[config.mk]
export PLATFORM = sky130hd
export DESIGN_NAME = period_meter
export DESIGN_NICKNAME = d
export VERILOG_FILES = /design/src/rtl/period_meter.sv
export SDC_FILE = /design/constraint.sdc
export NUM_CORES = 1
export LEC_CHECK = 0
export CORE_MARGIN = 2
export CORE_UTILIZATION = 57
export CTS_BUF_LIST = sky130_fd_sc_hd__clkbuf_4 sky130_fd_sc_hd__clkbuf_8
export DETAILED_ROUTE_END_ITERATION = 6
export GPL_ROUTABILITY_DRIVEN = 0
export PLACE_DENSITY_LB_ADDON = 0.3
export SYNTH_ARGS = -nofsm -noshare
export SYNTH_HDL_FRONTEND = slang
export SYNTH_SLANG_ARGS = --single-unit
[constraint.sdc]
create_clock -name clk -period 3.9 [get_ports clk]
set_input_delay 0.78 -clock clk [delete_from_list [all_inputs] [get_ports clk]]
set_output_delay 0.78 -clock clk [all_outputs]
set_load 0.02 [all_outputs]
[src/rtl/period_meter.sv]
// Measures the period (and optionally the high time) of an asynchronous signal in clk cycles.
// Optional feature macro: PERIOD_METER_HIGH_EN enables the high-time counter.
module period_meter #(
  parameter int WIDTH   = 32,
  parameter int TIMEOUT = 100_000_000
) (
  input  logic             clk,
  input  logic             rst_n,
  input  logic             sig_in,
  input  logic             ack,
  output logic [WIDTH-1:0] period,
  output logic [WIDTH-1:0] high_time,
  output logic             valid,
  output logic             overrun,
  output logic             timeout
);

  typedef enum logic {
    IDLE,
    MEAS
  } state_t;

  localparam logic [WIDTH-1:0] TIMEOUT_CNT = WIDTH'(TIMEOUT);
  localparam logic [WIDTH-1:0] ONE         = WIDTH'(1);

  state_t           state;
  logic             sync1;
  logic             sync2;
  logic             sync_d;
  logic             rise;
  logic             new_result;
  logic             to_event;
  logic [WIDTH-1:0] cnt;

  // Two-flop synchronizer plus a delayed copy for rising-edge detection.
  always_ff @(posedge clk or negedge rst_n) begin
    if (!rst_n) begin
      sync1  <= 1'b0;
      sync2  <= 1'b0;
      sync_d <= 1'b0;
    end else begin
      sync1  <= sig_in;
      sync2  <= sync1;
      sync_d <= sync2;
    end
  end

  assign rise       = sync2 & ~sync_d;
  assign new_result = (state == MEAS) & rise;
  assign to_event   = (state == MEAS) & ~rise & (cnt == TIMEOUT_CNT);

  always_ff @(posedge clk or negedge rst_n) begin
    if (!rst_n) begin
      state  <= IDLE;
      cnt    <= '0;
      period <= '0;
    end else begin
      case (state)
        IDLE: begin
          if (rise) begin
            state <= MEAS;
            cnt   <= ONE;
          end
        end
        MEAS: begin
          // A rise both closes the running period and opens the next one.
          if (rise) begin
            period <= cnt;
            cnt    <= ONE;
          end else if (cnt == TIMEOUT_CNT) begin
            state <= IDLE;
          end else begin
            cnt <= cnt + ONE;
          end
        end
        default: begin
          state <= IDLE;
          cnt   <= '0;
        end
      endcase
    end
  end

  // Status flags: a new set event wins over a simultaneous ack.
  always_ff @(posedge clk or negedge rst_n) begin
    if (!rst_n) begin
      valid   <= 1'b0;
      overrun <= 1'b0;
      timeout <= 1'b0;
    end else begin
      if (new_result) begin
        valid <= 1'b1;
      end else if (ack) begin
        valid <= 1'b0;
      end

      if (new_result && valid && !ack) begin
        overrun <= 1'b1;
      end else if (ack) begin
        overrun <= 1'b0;
      end

      if (to_event) begin
        timeout <= 1'b1;
      end else if (ack) begin
        timeout <= 1'b0;
      end
    end
  end

`ifdef PERIOD_METER_HIGH_EN
  logic [WIDTH-1:0] high_cnt;

  // The cycle that carries the rise is already high, so a fresh period starts at one.
  always_ff @(posedge clk or negedge rst_n) begin
    if (!rst_n) begin
      high_cnt  <= '0;
      high_time <= '0;
    end else begin
      if (rise) begin
        high_cnt <= ONE;
        if (state == MEAS) begin
          high_time <= high_cnt;
        end
      end else if (state == MEAS && !to_event) begin
        high_cnt <= high_cnt + {{(WIDTH-1){1'b0}}, sync2};
      end
    end
  end
`else
  assign high_time = '0;
`endif

endmodule
==> flow_summary.ini <==
[placement]
dpl-instance-area_mm2 = 0.00375
portBuffers = 38
hpwlAfterDp_um = 4330

[grt]
grt_pass1_vias = 2258
grt_first_pass_wirelength_um = 10600
grt.overflow.total = 0
grt_max_degree = 48
antenna_found_initial = 0
track_usage_pct = 21.6

[clocking]
cts.htree.levels = 3
clock_latency_ns = 0.36
cts_max_path_buffers = 2
postCtsSetupRepairBufs = 0
cts_buffers = 9
cts_tree = built
cts_resized = 0
root_buffer = clkbuf_8
cts.hold.buffers_added = 0
clk_pin_slew_ns = 0.07
clock-sinks = 71

[synthesis]
synth_top_area_share_pct = 52.0
synth_seq_cells = 71
synth_ff_type = dfrtp_1
synth_area_leader_cell = dfrtp_1
synth_area_leaders = dfrtp_1, mux2_2, buf_4, nor2_1, xor2_1
async_flop_share_pct = 100
yosys_warnings = 0
seq_area_frac_synth_pct = 52.0
synthDistinctLibCells = 45
syn_area_mm2 = 0.00342
syn-mean-instance-area_um2 = 10.9
synth_edf_count = 0
netlist_instances = 313

[layout]
post_route_cells_drive_above_1_share_pct = 17.5
area_growth_pct = 15.7
n_fill_cell = 464
finalNetCount = 361
n_antenna_cell = 0
final_area_mm2 = 0.00395

[outcome]
status = completed

[detailed_routing]
wl_per_cell_um = 14.8
drt_iter0_drc = 158
drtAntennaViolNets = 0
totalWireLength_um = 6430
drcViolationCount = 0
vias = 2362
drtPass1Iterations = 4
vias_per_cell = 5.43

[sta]
fmax_mhz = 416
slew_violations = 0
timing.slew.headroom_pct = 31.3
hold-worst-slack_ns = 0.359
hold_violations = 0
fin_setup_tns_ns = 0
setup_violations = 0
worst_slew_pin_slew_ns = 1.03
rsz0062_at_grt = false
period_minus_slack_ns = 2.41
skew_ns = 0.0105
period_share_pct = 61.7

[critical_path]
critPathMostFrequentCell = buf_4
crit_slowest_cell = nand2_1
max_stage_delay_ns = 0.80
cp-start-kind = flop
critPathBufInv = 2
end_kind = flop
crit_arrival_ns = 2.64
cp_cell_sequence = nor2b_2, buf_4, nand2_1, buf_4, mux2_2
cpLargestDelayFamily = simple AND/OR/NAND/NOR gates
crit_fanout = 30
worstSetupPathType = flop to flop
crit_required_ns = 4.13

[die]
fp.dieW_um = 81.4
die_area_mm2 = 0.00663
die_y_um = 81.4
initial_utilization_pct = 58.4
coreArea_mm2 = 0.00585
num_rows = 28
io_pins = 71

[power]
irDropWorstVdd_mv = 0.287
p_leak_nw = 1.76
power.density_cell_area_mw_per_mm2 = 407

[min_path]
hold_class = flop to flop

[job]
cap_violations = 0
logic make-up after synthesis:
| group | after synthesis | synth area share [%] |
|---|---|---|
| other | 1 | 0.110 |
| buffers and inverters | 50 | 9.23 |
| AND/OR/NAND/NOR | 112 | 17.7 |
| multiplexers | 28 | 9.19 |
| flip-flops | 71 | 52.0 |
| AO/OA/AOI/OAI | 28 | 5.64 |
| adder cells (fa/ha/maj) | 2 | 0.732 |
| XOR/XNOR | 21 | 5.38 |
cell usage in the layout, fill, tap and decap left out, types with 4 or more instances in the layout:
cell type,synthesis,routed
mux2_2,27,27
nand3_1,16,16
o211ai_1,4,4
xnor2_1,10,10
inv_1,8,8
conb_1,1,32
nand2_1,19,19
o21ai_0,9,9
a21oi_2,4,4
dfrtp_1,71,71
nor4_1,7,7
nand4_1,13,13
clkbuf_8,0,10
clkdlybuf4s50_1,0,37
xor2_1,11,11
buf_4,32,4
and2_1,4,4
nor2_1,26,26
path summary, 6_finish.rpt:
kind / startpoint / to / slack, ns / cells after the start
hold reg to reg: sync1$_DFF_PN0_ / sync2$_DFF_PN0_ / 0.36 / 0
setup / recovery: sync2$_DFF_PN0_ / period[10]$_DFFE_PN0N_ / 1.49 / 5
max in group asynchronous: rst_n / period[18]$_DFFE_PN0N_ / 2.55 / 2
min in group asynchronous: rst_n / period[22]$_DFFE_PN0N_ / 0.59 / 1
hold / removal: sync1$_DFF_PN0_ / sync2$_DFF_PN0_ / 0.36 / 0
setup reg to reg: sync2$_DFF_PN0_ / period[10]$_DFFE_PN0N_ / 1.49 / 5
registers in the layout, indices dropped and copies added, names as in the netlist:
name / flops
cnt: 32
period: 32
overrun: 1
state: 1
sync1: 1
sync2: 1
sync_d: 1
timeout: 1
valid: 1
power by group:
group,internal (W),total [W],leakage [nW],switching (W)
clock,0.000318,0.000591,0.0950,0.000272
sequential,0.000775,0.000813,0.967,0.0000385
combinational,0.0000826,0.000203,0.702,0.000120
total,0.00118,0.00161,1.76,0.000431
layer usage:
metal | vias to the layer above | wire length [µm] | GRT usage (%)
li1 | 1118 | - | -
met1 | 1165 | 2910 | 28.6
met2 | 69 | 3050 | 33.0
met3 | 10 | 321 | 5.60
met4 | 0 | 146 | 11.2
met5 | - | 0 | 0
cell usage after synthesis (all sizes together) (4+ instances only):
| cell type | count |
|---|---|
| dfrtp | 71 |
| and2 | 4 |
| o211ai | 4 |
| nand3 | 16 |
| xnor2 | 10 |
| clkbuf | 7 |
| or4 | 7 |
| nand4 | 13 |
| o21ai | 12 |
| mux2 | 27 |
| nand2 | 19 |
| inv | 8 |
| nor4 | 7 |
| a21oi | 6 |
| xor2 | 11 |
| or3 | 5 |
| buf | 35 |
| nor3 | 4 |
| nor2 | 26 |
stage by stage:
step                      power (W)  instances  utilization, %  worst slack, ns
after global placement      0.00103        419            64.1             1.60
after detailed placement    0.00103        419            64.1             1.47
after global routing        0.00167        435            67.5             1.34
after floorplan            0.000972        344               -             1.71
final                       0.00161        435            67.5             1.49
after CTS                   0.00163        435            67.5             1.45
area by class of cell:
cell class              instances  area, µm²  area share, %
inverters                       8       30.0          0.760
clock inverters                 5       57.6           1.46
repair buffers                 42        405           10.3
multi-input cells             223       1440           36.5
clock buffers                  11        145           3.67
well taps                      75       93.8           2.37
flip-flops and latches         71       1780           45.0
Note: power is estimated with default switching activity, not from simulation.
